[src/rtl/uart_tx_arbiter_if.sv]
// Byte-stream bundle between N channel sources, the arbiter and the shared UART transmitter.
// The arbiter uses the master modport; the environment side uses slave.
interface uart_tx_arbiter_if #(
    parameter int unsigned N = 4
);
    logic [8*N-1:0] s_axis_tdata;
    logic [N-1:0]   s_axis_tvalid;
    logic [N-1:0]   s_axis_tlast;
    logic [N-1:0]   s_axis_tready;
    logic [7:0]     m_axis_tdata;
    logic           m_axis_tvalid;
    logic           m_axis_tready;

    modport master (
        input  s_axis_tdata, s_axis_tvalid, s_axis_tlast, m_axis_tready,
        output s_axis_tready, m_axis_tdata, m_axis_tvalid
    );

    modport slave (
        output s_axis_tdata, s_axis_tvalid, s_axis_tlast, m_axis_tready,
        input  s_axis_tready, m_axis_tdata, m_axis_tvalid
    );
endinterface

[src/rtl/uart_tx_arbiter.sv]
// Round-robin, packet-granular arbiter that shares one UART transmitter among N byte sources,
// with an optional channel-ID header and a post-packet idle gap.
module uart_tx_arbiter #(
    parameter int unsigned N          = 4,
    parameter int unsigned ADD_HDR    = 1,
    parameter logic [7:0]  HDR_BASE   = 8'hA0,
    parameter int unsigned GAP_CYCLES = 16,
    parameter int unsigned MAX_LEN    = 64
) (
    input  logic                  clk,
    input  logic                  rst,
    uart_tx_arbiter_if.master     bus,
    input  logic                  tx_busy,
    output logic [2:0]            grant_id,
    output logic                  grant_active,
    output logic                  len_err
);
    localparam int unsigned GW = 3;
    localparam int unsigned CW = 16;

    typedef enum logic [2:0] {
        S_IDLE,
        S_HDR,
        S_DATA,
        S_GAP_WAIT,
        S_GAP_CNT
    } state_t;

    state_t          state_q, state_d;
    logic [GW-1:0]   last_grant_q, last_grant_d;
    logic [GW-1:0]   grant_id_d;
    logic [7:0]      byte_cnt_q, byte_cnt_d;
    logic [CW-1:0]   gap_cnt_q, gap_cnt_d;
    logic [7:0]      data_q;
    logic            grant_active_d;
    logic            len_err_d;

    logic            win_found;
    logic [GW-1:0]   win_idx;
    logic [7:0]      sel_data;
    logic            sel_valid;
    logic            sel_last;
    logic [7:0]      m_data;
    logic            m_valid;
    logic [N-1:0]    s_ready;

    // Round-robin scan starting just after the last granted channel.
    always_comb begin
        win_found = 1'b0;
        win_idx   = '0;
        for (int k = 1; k <= int'(N); k++) begin
            for (int i = 0; i < int'(N); i++) begin
                if (!win_found && bus.s_axis_tvalid[i] &&
                    ((int'(last_grant_q) + k) % int'(N)) == i) begin
                    win_found = 1'b1;
                    win_idx   = GW'(i);
                end
            end
        end
    end

    // Granted-channel mux.
    always_comb begin
        sel_data  = '0;
        sel_valid = 1'b0;
        sel_last  = 1'b0;
        for (int i = 0; i < int'(N); i++) begin
            if (grant_id == GW'(i)) begin
                sel_data  = bus.s_axis_tdata[8*i +: 8];
                sel_valid = bus.s_axis_tvalid[i];
                sel_last  = bus.s_axis_tlast[i];
            end
        end
    end

    // Next-state and datapath outputs; m_data defaults to the held byte.
    always_comb begin
        state_d        = state_q;
        last_grant_d   = last_grant_q;
        grant_id_d     = grant_id;
        byte_cnt_d     = byte_cnt_q;
        gap_cnt_d      = gap_cnt_q;
        grant_active_d = grant_active;
        len_err_d      = 1'b0;
        m_valid        = 1'b0;
        m_data         = data_q;
        s_ready        = '0;

        case (state_q)
            S_IDLE: begin
                if (win_found) begin
                    grant_id_d     = win_idx;
                    last_grant_d   = win_idx;
                    grant_active_d = 1'b1;
                    byte_cnt_d     = '0;
                    state_d        = (ADD_HDR != 0) ? S_HDR : S_DATA;
                end
            end
            S_HDR: begin
                m_valid = 1'b1;
                m_data  = HDR_BASE + 8'(grant_id);
                if (bus.m_axis_tready) begin
                    state_d = S_DATA;
                end
            end
            S_DATA: begin
                m_valid = sel_valid;
                if (sel_valid) begin
                    m_data = sel_data;
                end
                for (int i = 0; i < int'(N); i++) begin
                    s_ready[i] = (grant_id == GW'(i)) && bus.m_axis_tready;
                end
                if (sel_valid && bus.m_axis_tready) begin
                    byte_cnt_d = byte_cnt_q + 8'd1;
                    // tlast wins over the length limit on the same beat.
                    if (sel_last) begin
                        state_d = S_GAP_WAIT;
                    end else if (byte_cnt_d == 8'(MAX_LEN)) begin
                        len_err_d = 1'b1;
                        state_d   = S_GAP_WAIT;
                    end
                    if (state_d == S_GAP_WAIT) begin
                        byte_cnt_d     = '0;
                        gap_cnt_d      = '0;
                        grant_active_d = 1'b0;
                    end
                end
            end
            S_GAP_WAIT: begin
                if (!tx_busy) begin
                    if (GAP_CYCLES == 0) begin
                        state_d = S_IDLE;
                    end else begin
                        state_d   = S_GAP_CNT;
                        gap_cnt_d = '0;
                    end
                end
            end
            S_GAP_CNT: begin
                if (gap_cnt_q == CW'(GAP_CYCLES - 1)) begin
                    state_d   = S_IDLE;
                    gap_cnt_d = '0;
                end else begin
                    gap_cnt_d = gap_cnt_q + CW'(1);
                end
            end
            default: state_d = S_IDLE;
        endcase
    end

    assign bus.m_axis_tvalid = m_valid;
    assign bus.m_axis_tdata  = m_data;
    assign bus.s_axis_tready = s_ready;

    always_ff @(posedge clk) begin
        if (rst) begin
            state_q      <= S_IDLE;
            last_grant_q <= GW'(N - 1);
            grant_id     <= '0;
            byte_cnt_q   <= '0;
            gap_cnt_q    <= '0;
            data_q       <= '0;
            grant_active <= 1'b0;
            len_err      <= 1'b0;
        end else begin
            state_q      <= state_d;
            last_grant_q <= last_grant_d;
            grant_id     <= grant_id_d;
            byte_cnt_q   <= byte_cnt_d;
            gap_cnt_q    <= gap_cnt_d;
            data_q       <= m_data;
            grant_active <= grant_active_d;
            len_err      <= len_err_d;
        end
    end
endmodule
[src/flat_wrapper.sv]
// flat-port wrapper written by rule: the top's interface ports become plain ports
module uart_tx_arbiter_flat 
#(
    parameter int unsigned N          = 4,
    parameter int unsigned ADD_HDR    = 1,
    parameter logic [7:0]  HDR_BASE   = 8'hA0,
    parameter int unsigned GAP_CYCLES = 16,
    parameter int unsigned MAX_LEN    = 64
)
  (clk, rst, tx_busy, grant_id, grant_active, len_err, bus_s_axis_tdata, bus_s_axis_tvalid, bus_s_axis_tlast, bus_m_axis_tready, bus_s_axis_tready, bus_m_axis_tdata, bus_m_axis_tvalid);
  uart_tx_arbiter_if #(.N(N)) bus_i ();
  input  logic clk;
  input  logic rst;
  input  logic tx_busy;
  output logic [2:0] grant_id;
  output logic grant_active;
  output logic len_err;
  input wire logic [$bits(bus_i.s_axis_tdata)-1:0] bus_s_axis_tdata;
  input wire logic [$bits(bus_i.s_axis_tvalid)-1:0] bus_s_axis_tvalid;
  input wire logic [$bits(bus_i.s_axis_tlast)-1:0] bus_s_axis_tlast;
  input wire logic [$bits(bus_i.m_axis_tready)-1:0] bus_m_axis_tready;
  output wire logic [$bits(bus_i.s_axis_tready)-1:0] bus_s_axis_tready;
  output wire logic [$bits(bus_i.m_axis_tdata)-1:0] bus_m_axis_tdata;
  output wire logic [$bits(bus_i.m_axis_tvalid)-1:0] bus_m_axis_tvalid;
  assign bus_i.s_axis_tdata = bus_s_axis_tdata;
  assign bus_i.s_axis_tvalid = bus_s_axis_tvalid;
  assign bus_i.s_axis_tlast = bus_s_axis_tlast;
  assign bus_i.m_axis_tready = bus_m_axis_tready;
  assign bus_s_axis_tready = bus_i.s_axis_tready;
  assign bus_m_axis_tdata = bus_i.m_axis_tdata;
  assign bus_m_axis_tvalid = bus_i.m_axis_tvalid;
  uart_tx_arbiter #(.N(N), .ADD_HDR(ADD_HDR), .HDR_BASE(HDR_BASE), .GAP_CYCLES(GAP_CYCLES), .MAX_LEN(MAX_LEN)) u_core (.clk(clk), .rst(rst), .bus(bus_i), .tx_busy(tx_busy), .grant_id(grant_id), .grant_active(grant_active), .len_err(len_err));
endmodule
[config.mk]
export PLATFORM = sky130hd
export DESIGN_NAME = uart_tx_arbiter_flat
export DESIGN_NICKNAME = d
export VERILOG_FILES = /design/src/rtl/uart_tx_arbiter_if.sv /design/src/rtl/uart_tx_arbiter.sv /design/src/flat_wrapper.sv
export SDC_FILE = /design/constraint.sdc
export NUM_CORES = 1
export LEC_CHECK = 0
export BUFFER_PORTS_ARGS = -buffer_cell sky130_fd_sc_hd__buf_2
export CORE_MARGIN = 2
export CORE_UTILIZATION = 58
export CTS_BUF_LIST = sky130_fd_sc_hd__clkbuf_4 sky130_fd_sc_hd__clkbuf_8 sky130_fd_sc_hd__clkbuf_16
export DETAILED_ROUTE_END_ITERATION = 10
export GPL_ROUTABILITY_DRIVEN = 1
export GPL_TIMING_DRIVEN = 0
export PLACE_DENSITY = 0.92
export REMOVE_ABC_BUFFERS = 1
export SKIP_CTS_REPAIR_TIMING = 1
export SLEW_MARGIN = 20
export SYNTH_ARGS = -nofsm -noshare
export SYNTH_HDL_FRONTEND = slang
export SYNTH_SLANG_ARGS = --single-unit
[constraint.sdc]
create_clock -name clk -period 4.7 [get_ports clk]
set_input_delay 0.235 -clock clk [delete_from_list [all_inputs] [get_ports clk]]
set_output_delay 0.235 -clock clk [all_outputs]
set_load 0.1 [all_outputs]
==> metrics.cfg, run 1 <==
[status]
status=complete, no violations

[cells_and_area]
fin_cells=396
drive_above_1_share=0.2688
syn2layout_area_growth_pct=16.12
n_fill_cell=297
finish.utilization=0.7146
final_nets=391
antennaDiodeCount=0

[critical_path]
cp_cell_sequence=mux4_2 > a21oi_1 > or2_2 > a22o_1 > buf_2
cp.required_ns=4.47
critPathKind=flop to output port
cp_slowest_cell=dfxtp_1
path_max_fanout=17
end_kind=output port
ff2ff_path_depth=6
start_kind=flop
arrival_ns=2.99
critPathMaxStageDelay_ns=0.89
r2r_slack_ns=1.69
regToRegStartpoint=u_core.grant_id[0]
r2r-end=u_core.gap_cnt_q[9]

[yosys]
yosysSeqAreaShare=0.3264
synth_common_cells=dfxtp_1 (41), a21oi_1 (29), nand2_1 (22), nor2_1 (22), nand3_1 (15)
ys_seq_elements=41
yosys.cell_types.count=54
avgSynthCellArea_um2=8.554
yosysTopAreaCell=dfxtp_1
synthFlopType=dfxtp_1
yosys.cell_count.top_type=dfxtp_1
synthArstFlopShare=0
synth_top_area_frac=0.3264
syn_inst=294
synth-edff-count=0
synth.area.top_cells=dfxtp_1 (33%), mux4_2 (9.0%), a21oi_1 (5.8%), nand2_1 (3.3%), nor2_1 (3.3%)
yosysWarningCount=0
synth_area_um2=2515

[hold_path]
worst_hold_path_type=primary input to flop
min_to=u_core.len_err
hp-start=bus_m_axis_tready
hold_path_depth=3

[floorplan]
ios=62
die_y_um=69.85
initial_utilization=0.6154
die_w_um=69.85
rows=23
dieArea_um2=4879
core_um2=4086

[sta]
skew_ns=0.01199
min_period_over_period=0.6858
fmax_mhz=310.2
finalHoldViolCount=0
setup_tns_ns=0
fin_hold_ws_ns=0.2456
worstMarginPinSlew_ns=1.038
finalSetupViolCount=0
rsz0062_at_grt=false
slew_headroom=0.3063
slew_violations=0
fin_crit_ns=3.223

[placement]
finalWeightedCongestion=0.8087
dp_cells=388
portBuffers=60
dp_hpwl_um=4394

[grt]
grt_pass1_vias=2395
antenna_found_initial=0
grt_usage=0.2571
grt_max_degree=30
grt_overflow=0
grt_first_pass_wirelength_um=10440

[pwr]
irDropWorstVdd_mv=0.2849
powerDensity_nw_per_um2=374.2
internal_power_mw=0.6568
p_leak_nw=1.090
comb_power_share=0.349
pwr-share-seq=0.372
swShare=0.3989
clockPowerShare=0.279
switching_power_mw=0.4359

[routing]
via_per_inst=6.263
drc=0
drt_first_pass_iters=4
vias=2480
routed_wl_um=6185
post_drt_wl_per_cell_um=15.62
detail_route.iter0.violations=208
antenna_left=0

[job]
cap_violations=0

[clock_network]
clk_pin_slew_ns=0.09
cts_tree=done
clk_latency_ns=0.30
cts.sinks=41
cts_root_buf=clkbuf_8
clk_path_buf_depth=2
cts_buffers=5
cts_max_level=2

-- registers in the layout, summed over array words and instances (netlist names) --
register             count
u_core.gap_cnt_q        16
u_core.last_grant_q      2
u_core.byte_cnt_q        8
u_core.len_err           1
u_core.state_q           3
u_core.grant_id          2
u_core.grant_active      1
u_core.data_q            8
-- cell families after synthesis --
family | after synthesis | share of synthesized area
adder cells (fa/ha/maj) | 2 | 0.009949
flip-flops | 41 | 0.3264
XOR/XNOR | 3 | 0.01045
AO/OA/AOI/OAI | 80 | 0.2164
multiplexers | 17 | 0.1179
buffers and inverters | 24 | 0.04278
AND/OR/NAND/NOR | 126 | 0.2746
other | 1 | 0.001491
-- worst max-delay path, delay by kind of cell (launching register included) --
kind | cells | cell delay (ns)
buffers and inverters | 1 | 0.44
muxes | 1 | 0.75
AOI/OAI and AO/OA | 2 | 0.41
DFF | 1 | 0.89
and+or+nand+nor | 1 | 0.18
-- cell type report --
type	count	area [µm²]	share of cell area
Tap cell	50	62.56	0.02142
Clock buffer	6	82.58	0.02828
Clock inverter	2	37.54	0.01285
Multi-Input combinational cell	229	1587	0.5433
Inverter	8	30.03	0.01028
Sequential cell	41	820.8	0.2811
Timing Repair Buffer	60	300.3	0.1028
-- how the worst max path moves through the flow --
stage / from / to / cells past startpoint
finish: u_core.grant_id[0] / bus_m_axis_tdata[6] / 5
detailed placement: u_core.grant_id[0] / u_core.gap_cnt_q[12] / 6
floorplan: u_core.grant_id[0] / u_core.data_q[5] / 5
global route: u_core.grant_id[0] / bus_m_axis_tdata[6] / 5
global placement: u_core.grant_id[0] / u_core.gap_cnt_q[1] / 6
CTS: u_core.grant_id[0] / bus_m_axis_tdata[6] / 5
-- routing by layer --
layer	global-route usage	routed length (µm)	part of all wire
met4	0.08761	104	0.017
met5	0	0	0
met2	0.4529	3133	0.51
met1	0.3151	2641	0.43
met3	0.04618	305	0.049
-- stage by stage --
stage | setup slack, ns | area, µm² | total power [mW]
5_1_grt | 1.280 | 2920 | 1.137
2_1_floorplan | 0.5806 | 2437 | 0.7140
4_1_cts | 1.470 | 2920 | 1.090
3_5_place_dp | 1.690 | 2800 | 0.7926
3_3_place_gp | 1.828 | 2800 | 0.7839
6_report | 1.477 | 2920 | 1.093
-- layout by cell type, fill, tap and decap left out, drive strengths merged, types with 4 or more instances in the layout --
cell and instances:
mux2i 6, or3 9, a211oi 6, nand2b 5, dfxtp 41, clkbuf 6, nand2 22, nor2 24
o21ai 11, mux4 10, a22o 4, nor2b 11, a21oi 29, nand3 16, buf 60, inv 8
o31ai 5, nor3 9, a32o 4, or4 8, a31oi 4
-- power groups by stage --
stage	Combinational [mW]	Sequential [mW]	Clock, mW
after global routing	0.406	0.413	0.318
after floorplan	0.278	0.436	0
after global placement	0.371	0.413	0
final	0.381	0.407	0.305
after CTS	0.380	0.406	0.304
after detailed placement	0.378	0.414	0
No activity file was read; power rests on OpenSTA's default activity.
==> run 2, diff against run 1 <==
Settings changed: CORE_UTILIZATION 58 to 48, PLACE_DENSITY 0.92 to 0.82.
Clock period 4.7 ns to 2.6 ns, I/O delays scaled along.
==> metrics.cfg, run 2 (synthesis results as in run 1) <==
[status]
status=complete, no violations

[pwr]
p_leak_nw=1.110  ; +1.8%
powerDensity_nw_per_um2=635.1  ; +70%
clockPowerShare=0.226  ; -0.053
comb_power_share=0.392  ; +0.043
internal_power_mw=1.124  ; +71%
irDropWorstVdd_mv=0.3262  ; +14%
switching_power_mw=0.7721  ; +77%
swShare=0.4073  ; +0.008335
pwr-share-seq=0.383  ; +0.011

[clock_network]
cts_buffers=5  ; unchanged
cts_tree=done
clk_latency_ns=0.29  ; about the same
clk_path_buf_depth=2  ; unchanged
cts_root_buf=clkbuf_8
cts_max_level=2  ; unchanged
clk_pin_slew_ns=0.07  ; -0.02 ns
cts.sinks=41  ; unchanged

[sta]
slew_violations=0  ; unchanged
finalSetupViolCount=0  ; unchanged
fmax_mhz=398.7
fin_crit_ns=2.508
finalHoldViolCount=0  ; unchanged
worstMarginPinSlew_ns=0.5580  ; -0.4804 ns
fin_hold_ws_ns=0.1780  ; -0.06765 ns
skew_ns=0.003643  ; -0.008346 ns
min_period_over_period=0.9648
slew_headroom=0.6280  ; +0.3217
rsz0062_at_grt=false

[floorplan]
ios=62  ; unchanged
rows=26  ; +13%
die_y_um=76.39  ; +9.4%
die_w_um=76.39  ; +9.4%
initial_utilization=0.4956  ; -0.1199
dieArea_um2=5835  ; +20%
core_um2=5075  ; +24%

[grt]
grt_overflow=0  ; unchanged
grt_usage=0.2194  ; -0.03770
grt_max_degree=30  ; unchanged
grt_first_pass_wirelength_um=10630  ; +1.8%
grt_pass1_vias=2320  ; -3.1%
antenna_found_initial=0  ; unchanged

[cells_and_area]
largest_reg_flops=16  ; unchanged
finish.utilization=0.5883  ; -0.1264
antennaDiodeCount=0  ; unchanged
final_nets=396  ; +1.3%
syn2layout_area_growth_pct=18.71
drive_above_1_share=0.2886  ; +0.01979
layout_commonest_cell=buf_2
top_register=u_core.gap_cnt_q
final_cell_mix=buf_2 (55), dfxtp_1 (38), a21oi_1 (29)
reg_top3=u_core.gap_cnt_q x16, u_core.byte_cnt_q x8, u_core.data_q x8

[critical_path]
start_kind=flop
end_kind=flop
arrival_ns=2.73  ; -0.26 ns
cp_cell_sequence=inv_2 > or4b_1 > o211a_2 > a21o_4 > or4_1 > a21oi_1
path_buf_inv=1  ; unchanged
path_max_fanout=25  ; +8
cp_top_family=simple AND/OR/NAND/NOR gates
critPathKind=flop to flop
critPathMaxStageDelay_ns=0.63  ; -0.26 ns
cp_slowest_cell=dfxtp_1
cp.required_ns=2.83  ; -1.64 ns

[routing]
antenna_left=0  ; unchanged
routed_wl_um=6497  ; +5.0%
drc=0  ; unchanged
drt_first_pass_iters=6  ; +2
vias=2522  ; +1.7%
via_per_inst=6.005  ; -4.1%
post_drt_wl_per_cell_um=15.47  ; -0.96%
detail_route.iter0.violations=240  ; +15%

[job]
cap_violations=0  ; unchanged

[placement]
finalWeightedCongestion=0.8265  ; +2.2%
portBuffers=60  ; unchanged
dp_hpwl_um=4592  ; +4.5%

[hold_path]
worst_hold_path_type=primary input to flop

run 2: changes by cell type in the layout (fill, tap and decap cells not counted), sizes merged:
cell      before  now
bufinv         1    0
clkbuf         6   11
clkinvlp       1    0
buf           60   61
run 2: metal layers:
metal / GRT usage / wire length (µm) / vias to the layer above
met5: 0 / 0 / -
met4: 0.08545 / 112 / 0
met3: 0.03555 / 309 / 13
met2: 0.3752 / 3281 / 79
met1: 0.2770 / 2794 / 1205
li1: - / - / 1225
run 2: stage by stage:
stage / cell area (µm²) / TNS, ns / total power [mW] / setup WS (ns) / cells
floorplan: 2437 / -29.61 / 1.291 / -1.519 / 278
global placement: 2825 / -5.079 / 1.424 / -0.3270 / 408
detailed placement: 2825 / -6.060 / 1.439 / -0.3626 / 408
CTS: 2915 / -8.797 / 1.865 / -0.5436 / 415
global route: 2985 / 0 / 1.982 / 0.003032 / 420
finish: 2985 / 0 / 1.896 / 0.09155 / 420
run 2: layout make-up:
cell class                      instances  area [µm²]
Multi-Input combinational cell        229        1598
Tap cell                               70       87.58
Clock buffer                            7       90.09
Fill cell                             479        2090
Inverter                                8       30.03
Timing Repair Buffer                   65       350.3
Sequential cell                        41       829.5
run 2: power by group through the flow:
stage	logic, mW	clock network (mW)	registers (mW)
finish	0.742	0.428	0.726
global route	0.788	0.464	0.730
CTS	0.691	0.437	0.737
detailed placement	0.687	0	0.752
global placement	0.675	0	0.749
floorplan	0.502	0	0.789
run 2: tightest hold or removal path: stages:
cell and delay, ns:
buf_2 0.10, or4b_1 0.12, a21oi_1 0.06
run 2: worst paths after layout:
kind / start / to / slack (ns) / cells after the start
worst max-delay path: u_core.state_q[0] / u_core.gap_cnt_q[7] / 0.09 / 6
worst min-delay path: tx_busy / u_core.state_q[2] / 0.18 / 3
worst max register to register: u_core.state_q[0] / u_core.gap_cnt_q[7] / 0.09 / 6
worst min register to register: u_core.gap_cnt_q[15] / u_core.gap_cnt_q[15] / 0.48 / 2
==> run 3, diff against run 2 <==
Settings changed: CORE_UTILIZATION 48 to 51, GPL_TIMING_DRIVEN 0 to default, PLACE_DENSITY 0.82 to 0.83.
Clock period 2.6 ns to 2.88 ns, I/O delays scaled along.
==> metrics.cfg, run 3 (synthesis results as in run 1) <==
[grt]
grt_max_degree=30  ; unchanged
grt_pass1_vias=2212  ; -4.7%
grt_first_pass_wirelength_um=10270  ; -3.4%
grt_overflow=0  ; unchanged
grt_usage=0.2415  ; +0.02216
antenna_found_initial=0  ; unchanged

[sta]
setup_tns_ns=0  ; unchanged
rsz0062_at_grt=false
slew_violations=0  ; unchanged
fin_crit_ns=2.522
finalSetupViolCount=0  ; unchanged
min_period_over_period=0.8758
finalHoldViolCount=0  ; unchanged
skew_ns=0.001841  ; -0.001802 ns
fmax_mhz=396.4
slew_headroom=0.6470  ; +0.01896
worstMarginPinSlew_ns=0.5162  ; -0.04179 ns

[cells_and_area]
drive_above_1_share=0.2771  ; -0.01143
top_register=u_core.gap_cnt_q
largest_reg_flops=16  ; unchanged
syn2layout_area_growth_pct=21.74
fin_cells=417  ; -0.71%
reg_top3=u_core.gap_cnt_q x16, u_core.byte_cnt_q x8, u_core.data_q x8
final_cell_mix=buf_2 (54), dfxtp_1 (41), a21oi_1 (29)
final_nets=395  ; -0.25%
layout_commonest_cell=buf_2
antennaDiodeCount=0  ; unchanged

[job]
cap_violations=0  ; unchanged

[routing]
routed_wl_um=6435  ; -0.95%
post_drt_wl_per_cell_um=15.43  ; -0.24%
drc=0  ; unchanged
vias=2495  ; -1.1%
detail_route.iter0.violations=233  ; -2.9%
via_per_inst=5.983  ; -0.36%
drt_first_pass_iters=5  ; -1
antenna_left=0  ; unchanged

[hold_path]
min_to=u_core.state_q[2]
hold_path_depth=3  ; unchanged
worst_hold_path_type=primary input to flop
hp-start=tx_busy

[floorplan]
die_w_um=74.22  ; -2.8%
ios=62  ; unchanged
rows=25  ; -3.8%
core_um2=4755  ; -6.3%
initial_utilization=0.5289  ; +0.03339
die_y_um=74.22  ; -2.8%
dieArea_um2=5509  ; -5.6%

[critical_path]
arrival_ns=2.38  ; -0.35 ns
cp.required_ns=2.74  ; -0.09 ns
regToRegStartpoint=u_core.state_q[0]
cp_cell_sequence=mux4_2 > nand2_1 > o22ai_1 > a21oi_1 > buf_2
cp_slowest_cell=mux4_2
ff2ff_path_depth=6  ; unchanged
start_kind=flop
critPathMaxStageDelay_ns=0.69  ; +0.06 ns
r2r_slack_ns=0.45  ; +0.36 ns
critPathKind=flop to output port
end_kind=output port
r2r-end=u_core.gap_cnt_q[7]
path_max_fanout=10  ; -60%

[pwr]
powerDensity_nw_per_um2=600.9  ; -5.4%
irDropWorstVdd_mv=0.5817  ; +78%
p_leak_nw=1.135  ; +2.2%

[clock_network]
clk_latency_ns=0.29  ; about the same
clk_pin_slew_ns=0.08  ; about the same
clk_path_buf_depth=2  ; unchanged
cts_tree=done
cts.sinks=41  ; unchanged
cts_buffers=5  ; unchanged
cts_max_level=2  ; unchanged
cts_root_buf=clkbuf_8

[placement]
dp_cells=409  ; +0.25%
dp_hpwl_um=4621  ; +0.63%
portBuffers=60  ; unchanged
finalWeightedCongestion=0.8839  ; +6.9%

[status]
status=complete, no violations

-- run 3: worst max-delay path by stage --
stage | startpoint | endpoint | slack, ns | cells past startpoint
floorplan | u_core.grant_id[0] | u_core.data_q[5] | -1.24 | 5
global placement | u_core.state_q[0] | u_core.gap_cnt_q[15] | 0.60 | 6
detailed placement | u_core.state_q[0] | u_core.gap_cnt_q[7] | 0.55 | 6
CTS | u_core.grant_id[0] | bus_m_axis_tdata[5] | 0.37 | 5
global route | u_core.grant_id[0] | bus_m_axis_tdata[5] | 0.27 | 5
finish | u_core.grant_id[0] | bus_m_axis_tdata[5] | 0.36 | 5
-- run 3: cell type report --
| type | count | area (µm²) |
|---|---|---|
| clock buffer | 7 | 90.09 |
| multi-input combinational | 229 | 1587 |
| fill | 400 | 1693 |
| clock inverter | 1 | 30.03 |
| sequential | 41 | 820.8 |
| tap | 67 | 83.83 |
| timing repair buffer | 64 | 420.4 |
| inverter | 8 | 30.03 |
-- run 3: worst max-delay path, delay by kind of cell, from the launching register on --
| family | cells | cell delay, ns |
|---|---|---|
| muxes | 1 | 0.69 |
| DFF | 1 | 0.47 |
| buffers and inverters | 1 | 0.47 |
| AOI/OAI and AO/OA | 2 | 0.31 |
| and+or+nand+nor | 1 | 0.16 |
-- run 3: power by group --
part	internal, mW	leakage, nW	switching [mW]
logic	0.242	0.740	0.471
registers	0.598	0.333	0.0422
clock network	0.292	0.0619	0.195
total	1.13	1.14	0.708
-- run 3: through the flow --
step | hold WS, ns | power, mW | utilization | worst slack [ns] | cell area [µm²]
after floorplan | 0.2131 | 1.165 | - | -1.239 | 2437
after global placement | 0.4691 | 1.343 | 0.6187 | 0.5963 | 2942
after detailed placement | 0.4796 | 1.355 | 0.6187 | 0.5451 | 2942
after CTS | 0.1811 | 1.843 | 0.6439 | 0.3652 | 3062
after global routing | 0.1917 | 1.912 | 0.6439 | 0.2688 | 3062
final | 0.1944 | 1.840 | 0.6439 | 0.3576 | 3062
-- run 3: per-layer routing --
metal	track usage	wire length, µm
met5	0	0
met4	0.08532	93
met3	0.04065	332
met2	0.4038	3237
met1	0.3173	2770
